[src/rtl/alu_share_arbiter.sv]
// rtl/alu_share_arbiter.sv - two-requester arbiter in front of one shared combinational ALU
//
// Purpose:
//   Two request/response channels share a single combinational ALU. One
//   transaction is in flight at a time (IDLE -> EXEC -> RESP). Multiplies
//   (ctrl 4'b0101) occupy EXEC for MUL_LAT cycles, every other code for one.
//   Ties between requesters are broken round-robin, or with fixed priority
//   to requester 0 when ALU_ARB_FIXED_PRIO_EN is defined.
//
// Configuration macro:
//   ALU_ARB_FIXED_PRIO_EN - requester 0 always wins a tie; last_grant removed.
//
// Ports:
//   clk, rst                          clock, synchronous active-high reset
//   reqN_valid/ready/src1/src2/ctrl   request channel N (N = 0,1)
//   rspN_valid/ready/result/zero      response channel N (N = 0,1)
//   alu_src1_o/alu_src2_o/alu_ctrl_o  operands to the shared ALU (zero outside EXEC)
//   alu_result_i/alu_zero_i           shared ALU outputs

module alu_share_arbiter #(
    parameter int MUL_LAT = 2
) (
    input  logic        clk,
    input  logic        rst,

    input  logic        req0_valid,
    output logic        req0_ready,
    input  logic [31:0] req0_src1,
    input  logic [31:0] req0_src2,
    input  logic [3:0]  req0_ctrl,

    input  logic        req1_valid,
    output logic        req1_ready,
    input  logic [31:0] req1_src1,
    input  logic [31:0] req1_src2,
    input  logic [3:0]  req1_ctrl,

    output logic        rsp0_valid,
    input  logic        rsp0_ready,
    output logic [31:0] rsp0_result,
    output logic        rsp0_zero,

    output logic        rsp1_valid,
    input  logic        rsp1_ready,
    output logic [31:0] rsp1_result,
    output logic        rsp1_zero,

    output logic [31:0] alu_src1_o,
    output logic [31:0] alu_src2_o,
    output logic [3:0]  alu_ctrl_o,
    input  logic [31:0] alu_result_i,
    input  logic        alu_zero_i
);

    typedef enum logic [1:0] {
        IDLE = 2'd0,
        EXEC = 2'd1,
        RESP = 2'd2
    } state_t;

    localparam logic [3:0] CTRL_MUL     = 4'b0101;
    // Counter holds "remaining EXEC cycles minus one", so EXEC ends when it reads 0.
    localparam logic [3:0] MUL_CNT_INIT = 4'(MUL_LAT - 1);

    state_t      state_q, state_d;
    logic        gnt_q, gnt_d;
    logic [31:0] src1_q, src1_d;
    logic [31:0] src2_q, src2_d;
    logic [3:0]  ctrl_q, ctrl_d;
    logic [3:0]  cnt_q, cnt_d;
    logic [31:0] result_q, result_d;
    logic        zero_q, zero_d;

    logic        grant_idx;
    logic        accept;
    logic [3:0]  sel_ctrl;

    // Grant selection: grant_idx is only meaningful while some valid is high.
`ifdef ALU_ARB_FIXED_PRIO_EN
    always_comb begin
        grant_idx = !req0_valid;
    end
`else
    logic last_grant_q, last_grant_d;

    always_comb begin
        if (req0_valid && req1_valid) begin
            grant_idx = ~last_grant_q;
        end else begin
            grant_idx = req1_valid;
        end
    end

    assign last_grant_d = accept ? grant_idx : last_grant_q;

    // Reset to 1 so that requester 0 wins the first tie.
    always_ff @(posedge clk) begin
        if (rst) begin
            last_grant_q <= 1'b1;
        end else begin
            last_grant_q <= last_grant_d;
        end
    end
`endif

    // Readies depend only on IDLE and the current valids; nothing is latched
    // unless the accepting edge actually occurs.
    assign accept     = (state_q == IDLE) && (req0_valid || req1_valid) && !rst;
    assign req0_ready = accept && !grant_idx;
    assign req1_ready = accept && grant_idx;
    assign sel_ctrl   = grant_idx ? req1_ctrl : req0_ctrl;

    always_comb begin
        state_d  = state_q;
        gnt_d    = gnt_q;
        src1_d   = src1_q;
        src2_d   = src2_q;
        ctrl_d   = ctrl_q;
        cnt_d    = cnt_q;
        result_d = result_q;
        zero_d   = zero_q;

        case (state_q)
            IDLE: begin
                if (accept) begin
                    gnt_d   = grant_idx;
                    src1_d  = grant_idx ? req1_src1 : req0_src1;
                    src2_d  = grant_idx ? req1_src2 : req0_src2;
                    ctrl_d  = sel_ctrl;
                    cnt_d   = (sel_ctrl == CTRL_MUL) ? MUL_CNT_INIT : 4'd0;
                    state_d = EXEC;
                end
            end
            EXEC: begin
                if (cnt_q == 4'd0) begin
                    result_d = alu_result_i;
                    zero_d   = alu_zero_i;
                    state_d  = RESP;
                end else begin
                    cnt_d = cnt_q - 4'd1;
                end
            end
            RESP: begin
                if (gnt_q ? rsp1_ready : rsp0_ready) begin
                    state_d = IDLE;
                end
            end
            default: begin
                state_d = IDLE;
            end
        endcase
    end

    always_ff @(posedge clk) begin
        if (rst) begin
            state_q  <= IDLE;
            gnt_q    <= 1'b0;
            src1_q   <= 32'd0;
            src2_q   <= 32'd0;
            ctrl_q   <= 4'd0;
            cnt_q    <= 4'd0;
            result_q <= 32'd0;
            zero_q   <= 1'b0;
        end else begin
            state_q  <= state_d;
            gnt_q    <= gnt_d;
            src1_q   <= src1_d;
            src2_q   <= src2_d;
            ctrl_q   <= ctrl_d;
            cnt_q    <= cnt_d;
            result_q <= result_d;
            zero_q   <= zero_d;
        end
    end

    // Outputs are also gated by rst so they read zero while reset is held,
    // including before the first reset edge has been seen.
    logic exec_drv;
    assign exec_drv   = (state_q == EXEC) && !rst;
    assign alu_src1_o = exec_drv ? src1_q : 32'd0;
    assign alu_src2_o = exec_drv ? src2_q : 32'd0;
    assign alu_ctrl_o = exec_drv ? ctrl_q : 4'd0;

    assign rsp0_valid  = (state_q == RESP) && !gnt_q && !rst;
    assign rsp1_valid  = (state_q == RESP) && gnt_q && !rst;
    assign rsp0_result = rsp0_valid ? result_q : 32'd0;
    assign rsp0_zero   = rsp0_valid ? zero_q : 1'b0;
    assign rsp1_result = rsp1_valid ? result_q : 32'd0;
    assign rsp1_zero   = rsp1_valid ? zero_q : 1'b0;

endmodule
[config.mk]
export PLATFORM = sky130hd
export DESIGN_NAME = alu_share_arbiter
export DESIGN_NICKNAME = d
export VERILOG_FILES = /design/src/rtl/alu_share_arbiter.sv
export SDC_FILE = /design/constraint.sdc
export NUM_CORES = 1
export LEC_CHECK = 0
export ABC_AREA = 1
export CAP_MARGIN = 20
export CORE_AREA = 2 2 121 123
export DETAILED_ROUTE_END_ITERATION = 6
export DIE_AREA = 0 0 123 125
export GPL_ROUTABILITY_DRIVEN = 0
export GPL_TIMING_DRIVEN = 0
export PLACE_DENSITY = 0.82
export SYNTH_ARGS = -nofsm -noshare
export SYNTH_HDL_FRONTEND = slang
export SYNTH_SLANG_ARGS = --single-unit
[constraint.sdc]
create_clock -name clk -period 3.5 [get_ports clk]
set_input_delay 0.7 -clock clk [delete_from_list [all_inputs] [get_ports clk]]
set_output_delay 0.7 -clock clk [all_outputs]
set_load 0.02 [all_outputs]
== Word level (Yosys, flattened, before mapping) ==
Cells that the tools add are included.

* $add $sub $neg: 1
* Eq/ne operators: 7
* Mux-type cells: 20
* Bitwise logic cells: 1
* Reductions and logical operators: 21

{| class="wikitable"
|+ Operator list
! cell !! number
|-
| $mux 32 || 6
|-
| $mux 4 || 4
|-
| $logic_and 1x1->1 || 10
|-
| $ne 2x2->1 const B || 4
|-
| $pmux 4 s2 || 1
|-
| $mux 2 || 3
|-
| $pmux 2 s3 || 1
|-
| $reduce_and 3->1 || 2
|-
| $mux 1 || 5
|-
| $eq 4x3->1 const B || 1
|-
| $logic_not 4->1 || 1
|-
| $reduce_and 2->1 || 2
|-
| $sub 4x1->4 const B || 1
|-
| $logic_not 1->1 || 3
|-
| $eq 2x1->1 const B || 1
|-
| $eq 2x2->1 const B || 1
|-
| $logic_not 2->1 || 1
|-
| $reduce_bool 2->1 || 1
|-
| $logic_or 1x1->1 || 1
|-
| $not 1->1 || 1
|}

* Flip-flop bits (word level): 109
* Input port bits: 175

== Logic depth before layout (Yosys ltp) ==
Gate-level depths: netlist of run 1.

* Depth after elaboration: 7
* Mapped depth: 8
* Gate-level depth less buffers: 8

== Least setup slack after synthesis of run 1 ==
OpenSTA, ideal clock, no wires.

* Path kind: input-to-output
* Start point: input rst
* End point: output rsp1_result[10]
* Arrival time: 1856 ps
* Required time: 2800 ps
* Slack: 944 ps
* Stages: 5
* Buffers on the path: 2
* Cell sequence: buf_2 > nor2_1 > inv_1 > buf_1 > nor2_1

* Longest elaborated chain between the ends: 3

{| class="wikitable"
|+ RTL lines
! element !! line !! text
|-
| start, declared || 24 || <nowiki>input logic rst,</nowiki>
|-
| $logic_not 1->1 || 185 || <nowiki>assign rsp1_valid = (state_q == RESP) && gnt_q && !rst;</nowiki>
|-
| $logic_and 1x1->1 || 185 ||
|-
| via rsp1_valid || 43 || <nowiki>output logic rsp1_valid,</nowiki>
|-
| $mux 32 || 188 || <nowiki>assign rsp1_result = rsp1_valid ? result_q : 32'd0;</nowiki>
|-
| end, declared || 45 || <nowiki>output logic [31:0] rsp1_result,</nowiki>
|}

The timed path passes the listed nets, and every way through them passes these cells.

== Worst setup path after layout of run 1 ==
* Start point: input req1_valid
* End point: output req0_ready

* Longest elaborated chain between the ends: 4
* Elaborated cells between the ends (all ways): 7
* Those cells by class: mux (1); reduce/logical (6)

{| class="wikitable"
|+ RTL lines
! element !! line !! text
|-
| start, declared || 32 || <nowiki>input logic req1_valid,</nowiki>
|-
| $logic_and 1x1->1 or $logic_or 1x1->1 (tied branches) || 87, 108 ||
|-
| $mux 1 or $logic_and 1x1->1 (tied branches) || 87, 108 ||
|-
| $logic_not 1->1 or $logic_and 1x1->1 (tied branches) || 109, 108 ||
|-
| $logic_and 1x1->1 (*) || 109 || <nowiki>assign req0_ready = accept && !grant_idx;</nowiki>
|-
| end, declared || 27 || <nowiki>output logic req0_ready,</nowiki>
|}

Mark *: on every way between the ends. The rest lies on a longest branch, timed or not.

==> impl_metrics.tcl, run 1 <==
set metrics [dict create \
    run_status "finished, final reports clean" \
    total_power_uw 3210 \
    ys_warn_count 0 \
    grt_antenna_before_repair 0 \
    timing_worst_slew_pin_value_ns 0.581 \
    cp_data_arrival_time_ns 2.67 \
    layout_common_cells "311 x clkdlybuf4s50_1, 245 x nand2_1, 147 x inv_1, 145 x nor2_1, 133 x a21oi_1" \
    timing.hold.ws_ns 0.465 \
    finalWirelength_um 19800 \
    share_clk_of_total_power_pct 32.0 \
    cts_repair_resizes 0 \
    post_drt_wl_per_cell_um 14.0 \
    clk-insertion-delay-late_ns 0.35 \
    hold_path_depth 2 \
    dr_total_vias 6514 \
    ios 313 \
    cell_at_the_root_of_the_clock_tree "clkbuf_16" \
    numCtsBuffers 9 \
    power_per_cell_area_nw_per_um2 351 \
    cts.clk_slew.worst_paths_ns 0.07 \
    cts_tree "built" \
    total_leakage_power_uw 0.00368 \
    final_worst_path_period_need_ns 3.37 \
    cts.sinks 109 \
    final_cell_area_um2 9140 \
    number_of_antenna_diodes 0 \
    crit_path_max_fanout 10 \
    postCtsSetupRepairBufs 0 \
    global_route.overflow_total 0 \
    worst_setup_path_end_kind "primary output" \
    internal_power_uw 2290 \
    most_frequent_standard_cell_in_the_layout_excluding_fill_and_tap_cells "clkdlybuf4s50_1" \
    power_frac_seq_pct 43.8 \
    timing.final.hold_violations 0 \
    synth.ff_latch_count 109 \
    viasPerCell 4.62 \
    detail_route.drc_violations 0 \
    setup_repair_after_global_routing_missed_its_margin "no" \
    hpwlAfterDp_um 15700 \
    netlist_instances 899 \
    coreArea_um2 14200 \
    cap_viol_max_count 0 \
    tns_ns 0 \
    synth_sequential_area_ratio_pct 39.6 \
    cts_htree_levels 3 \
    dr.first_iter.drc_count 385 \
    start_kind "input pin" \
    mapped_cell_area_um2 5510 \
    grt_pass1_vias 6062 \
    relSlewSlack_pct 61.3 \
    initial_utilization_pct 38.8 \
    setup_viol_count_final 0 \
    synth_area_per_cell_um2 6.13 \
    floorplan.die.height_um 125 \
    timing_max_transition_violations_final 0 \
    period_share_pct 96.2 \
    ir_drop_uv 308 \
    cts.path.max_buffers 2 \
    first_pass_iters 5 \
    grt_pass1_wl_um 30200 \
    post_route_cells_drive_above_1_share_pct 4.49 \
    floorplan.die.width_um 123 \
    cts.hold.buffers_added 0 \
    dpl_cell_area_um2 8850 \
    skew_ns 0.00672 \
    rows 44 \
    floorplan.die_area_um2 15400 \
    fmax_mhz 297 \
    timing.reg2reg.worst_path_depth 6 \
    post_synth_net_total 1076 \
    buffer_ports.inserted 311 \
    critPathRequiredTime_ns 2.80 \
    worst_hold_path_type "reg2reg" \
    switching_share_pct 28.6 \
    area_growth_from_synthesis_to_final_layout_pct 66.1 \
    largest_net_degree_at_the_start_of_global_routing 17 \
    grtUsageTotal_pct 25.0 \
    finish.net_count 1398 \
    criticalPathCategory "in2out" \
    drt.antenna.violating_nets 0 \
    ys_types 19 \
    total_switching_power_uw 919 \
    comb_power_share_pct 24.2 \
]
==> cells by family after synthesis <==
| logic type | Yosys count | share of synthesized area (%) |
|---|---|---|
| AO/OA/AOI/OAI | 176 | 16.1 |
| adder cells (fa/ha/maj) | 2 | 0.454 |
| buffers and inverters | 206 | 15.2 |
| flip-flops | 109 | 39.6 |
| AND/OR/NAND/NOR | 406 | 28.6 |
==> cells in the mapped netlist <==
master      n  share of area, %
nand2_1   245                17
inv_1     147                10
nor2_1    145               9.9
a21oi_1   133                12
dfxtp_1   109                40
o21ai_0    38               3.5
buf_2      23               2.1
clkbuf_1   19               1.3
buf_4       9               1.2
nand3_1     8              0.73
o22ai_1     5              0.57
buf_1       4              0.27
inv_2       4              0.27
ha_1        2              0.45
nand2_2     2              0.23
nand3b_1    2              0.27
nor2_4      2              0.41
nand3_4     1              0.32
nor3_1      1             0.091
==> per-stage QoR <==
step / setup slack, ns / cells / util, %
floorplan: 0.944 / 899 / -
global placement: 0.151 / 1394 / 62.3
detailed placement: 0.147 / 1394 / 62.3
CTS: 0.140 / 1410 / 64.4
global route: 0.0309 / 1410 / 64.4
finish: 0.134 / 1410 / 64.4
==> registers in the layout (all words and copies together), names as in the netlist <==
| name | cells |
|---|---|
| result_q | 32 |
| zero_q | 1 |
| last_grant_q | 1 |
| ctrl_q | 4 |
| state_q | 2 |
| src2_q | 32 |
| cnt_q | 4 |
| src1_q | 32 |
| gnt_q | 1 |
==> path summary, 6_finish.rpt <==
kind | start | end | slack (ns)
hold reg to reg | src2_q[24] | src2_q[24] | 0.46
setup reg to reg | cnt_q[0] | result_q[20] | 1.90
hold / removal | src2_q[24] | src2_q[24] | 0.46
setup / recovery | req1_valid | req0_ready | 0.13
==> per-layer routing <==
layer  global-route usage (%)  part of all wire, %  vias up
met3                     7.25                  7.6       48
li1                         -                    -     3355
met4                     10.2                  3.6        0
met1                     29.5                   41     2873
met5                        0                    0        -
met2                     42.1                   48      238
==> power groups by stage <==
stage	sequential, uW	combinational (uW)	clock, uW
final	1410	776	1030
after global routing	1420	866	1090
after CTS	1410	778	1050
after detailed placement	1430	772	0
after global placement	1430	759	0
after floorplan	1420	424	0
==> critical path, cell delays in order <==
cell,delay [ns]
clkdlybuf4s50_1,0.58
inv_2,0.05
nand2_2,0.10
nand3_4,0.17
nor2_4,0.22
buf_4,0.21
clkdlybuf4s50_1,0.62
==> cell type report <==
cell class	instances	area (um^2)
Fill cell	1303	5060
Timing Repair Buffer	311	3110
Multi-Input combinational cell	584	2490
Sequential cell	109	2180
Inverter	151	567
Buffer	55	269
Clock buffer	12	246
Tap cell	184	230
Clock inverter	4	47.5
Power figures use the tool's default switching activity.
==> inputs of run 2 (changes only) <==
--- a/config.mk
+++ b/config.mk
@@ -7,12 +7,12 @@
 export LEC_CHECK = 0
 export ABC_AREA = 1
 export CAP_MARGIN = 20
-export CORE_AREA = 2 2 121 123
+export CORE_MARGIN = 2
+export CORE_UTILIZATION = 40
 export DETAILED_ROUTE_END_ITERATION = 6
-export DIE_AREA = 0 0 123 125
 export GPL_ROUTABILITY_DRIVEN = 0
 export GPL_TIMING_DRIVEN = 0
-export PLACE_DENSITY = 0.82
+export PLACE_DENSITY = 0.83
 export SYNTH_ARGS = -nofsm -noshare
 export SYNTH_HDL_FRONTEND = slang
 export SYNTH_SLANG_ARGS = --single-unit
==> impl_metrics.tcl, run 2 (synthesized netlist as in run 1, its figures left out) <==
set metrics [dict create \
    run_status "finished, final reports clean" \
    global_route.overflow_total 0 \
    timing.critical_path.slowest_stage_cell "clkdlybuf4s50_1" \
    area_growth_from_synthesis_to_final_layout_pct 66.9 \
    cts.sinks 109 \
    hpwlAfterDp_um 15700 \
    setup_repair_after_global_routing_missed_its_margin "no" \
    timing_max_transition_violations_final 0 \
    largest_net_degree_at_the_start_of_global_routing 18 \
    timing.final.hold_violations 0 \
    cts.path.max_buffers 2 \
    ios 313 \
    total_leakage_power_uw 0.00370 \
    crit_path_max_fanout 10 \
    cts.clk_slew.worst_paths_ns 0.07 \
    detail_route.drc_violations 0 \
    initial_utilization_pct 41.3 \
    number_of_antenna_diodes 0 \
    first_pass_iters 5 \
    coreArea_um2 13300 \
    power_per_cell_area_nw_per_um2 367 \
    final_worst_path_period_need_ns 3.37 \
    skew_ns 0.00865 \
    top_regs "result_q: 32 flops, src1_q: 32 flops, src2_q: 32 flops" \
    cp_slowest_stage_delay_ns 0.62 \
    floorplan.die.width_um 121 \
    timing_worst_slew_pin_value_ns 0.570 \
    start_kind "input pin" \
    worst_setup_path_end_kind "primary output" \
    cts_tree "built" \
    cap_viol_max_count 0 \
    relSlewSlack_pct 62.0 \
    post_drt_wl_per_cell_um 14.2 \
    layout_common_cells "311 x clkdlybuf4s50_1, 245 x nand2_1, 147 x inv_1, 145 x nor2_1, 133 x a21oi_1" \
    grt_pass1_wl_um 31800 \
    grt_antenna_before_repair 0 \
    drt.antenna.violating_nets 0 \
    timing.hold.ws_ns 0.464 \
    fmax_mhz 297 \
    finish.net_count 1398 \
    total_power_uw 3370 \
    setup_viol_count_final 0 \
    grtUsageTotal_pct 27.5 \
    viasPerCell 4.71 \
    final_cell_area_um2 9190 \
    buffer_ports.inserted 311 \
    rows 42 \
    path_common_cell "clkdlybuf4s50_1" \
    cts_repair_resizes 0 \
    worst_hold_path_type "reg2reg" \
    ir_drop_uv 261 \
    dr.first_iter.drc_count 409 \
    cts_htree_levels 3 \
    tns_ns 0 \
    cts.hold.buffers_added 0 \
    dpl_cell_area_um2 8840 \
    num-fill-cells 1196 \
    finalWirelength_um 19900 \
    post_route_cells_drive_above_1_share_pct 4.65 \
    cp_data_arrival_time_ns 2.67 \
    floorplan.die_area_um2 14700 \
    floorplan.die.height_um 121 \
    numCtsBuffers 9 \
    dr_total_vias 6599 \
    postCtsSetupRepairBufs 0 \
    timing.critical_path.cells "clkdlybuf4s50_1 -> inv_2 -> nand2_2 -> nand3_4 -> nor2_4 -> buf_4 -> clkdlybuf4s50_1" \
    clk-insertion-delay-late_ns 0.36 \
    period_share_pct 96.2 \
    grt_pass1_vias 6459 \
    cell_at_the_root_of_the_clock_tree "clkbuf_16" \
    critPathRequiredTime_ns 2.80 \
    most_frequent_standard_cell_in_the_layout_excluding_fill_and_tap_cells "clkdlybuf4s50_1" \
    criticalPathCategory "in2out" \
]
-- run 2: stage by stage --
stage	std cells	worst slack (ns)	utilization, %
6_report	1402	0.132	68.8
5_1_grt	1402	0.0309	68.8
4_1_cts	1402	0.132	68.8
3_5_place_dp	1386	0.137	66.2
3_3_place_gp	1386	0.147	66.2
2_1_floorplan	899	0.944	-
-- run 2: path summary, 6_finish.rpt --
check | startpoint | end | slack (ns) | cells past startpoint
setup / recovery | req1_valid | req1_ready | 0.13 | 7
hold / removal | src1_q[0] | src1_q[0] | 0.46 | 2
setup reg to reg | cnt_q[0] | state_q[1] | 1.99 | 6
hold reg to reg | src1_q[0] | src1_q[0] | 0.46 | 2
-- run 2: metal layers --
| metal | vias up | GRT usage [%] | wire, um |
|---|---|---|---|
| li1 | 3355 | - | - |
| met1 | 2920 | 31.6 | 7900 |
| met2 | 268 | 46.8 | 9520 |
| met3 | 56 | 8.55 | 1660 |
| met4 | 0 | 12.2 | 834 |
| met5 | - | 0 | 0 |
-- run 2: layout make-up --
cell class | instances | area, um^2 | share of cell area, %
Multi-Input combinational cell | 584 | 2490 | 27.1
Timing Repair Buffer | 311 | 3110 | 33.9
Clock buffer | 10 | 239 | 2.60
Buffer | 55 | 269 | 2.93
Sequential cell | 109 | 2180 | 23.7
Clock inverter | 6 | 110 | 1.20
Tap cell | 176 | 220 | 2.40
Inverter | 151 | 567 | 6.17
-- run 2: report_power, final --
part           leakage [uW]  switching [uW]  total [uW]  internal, uW
logic               0.00265             412         771           359
registers          0.000892            47.7        1410          1360
clock network      0.000165             478        1200           718
-- run 2: worst max-delay path, delay by kind of cell --
kind,cells,cell delay [ns]
and+or+nand+nor,3,0.47
buffers and inverters,4,1.48
==> inputs of run 3 (changes only) <==
--- a/config.mk
+++ b/config.mk
@@ -9,6 +9,7 @@
 export CAP_MARGIN = 20
 export CORE_MARGIN = 2
 export CORE_UTILIZATION = 40
+export CTS_CLUSTER_DIAMETER = 50
 export DETAILED_ROUTE_END_ITERATION = 6
 export GPL_ROUTABILITY_DRIVEN = 0
 export GPL_TIMING_DRIVEN = 0
==> results of run 3 <==
Final layout, timing and power as in run 2 (identical DEF).
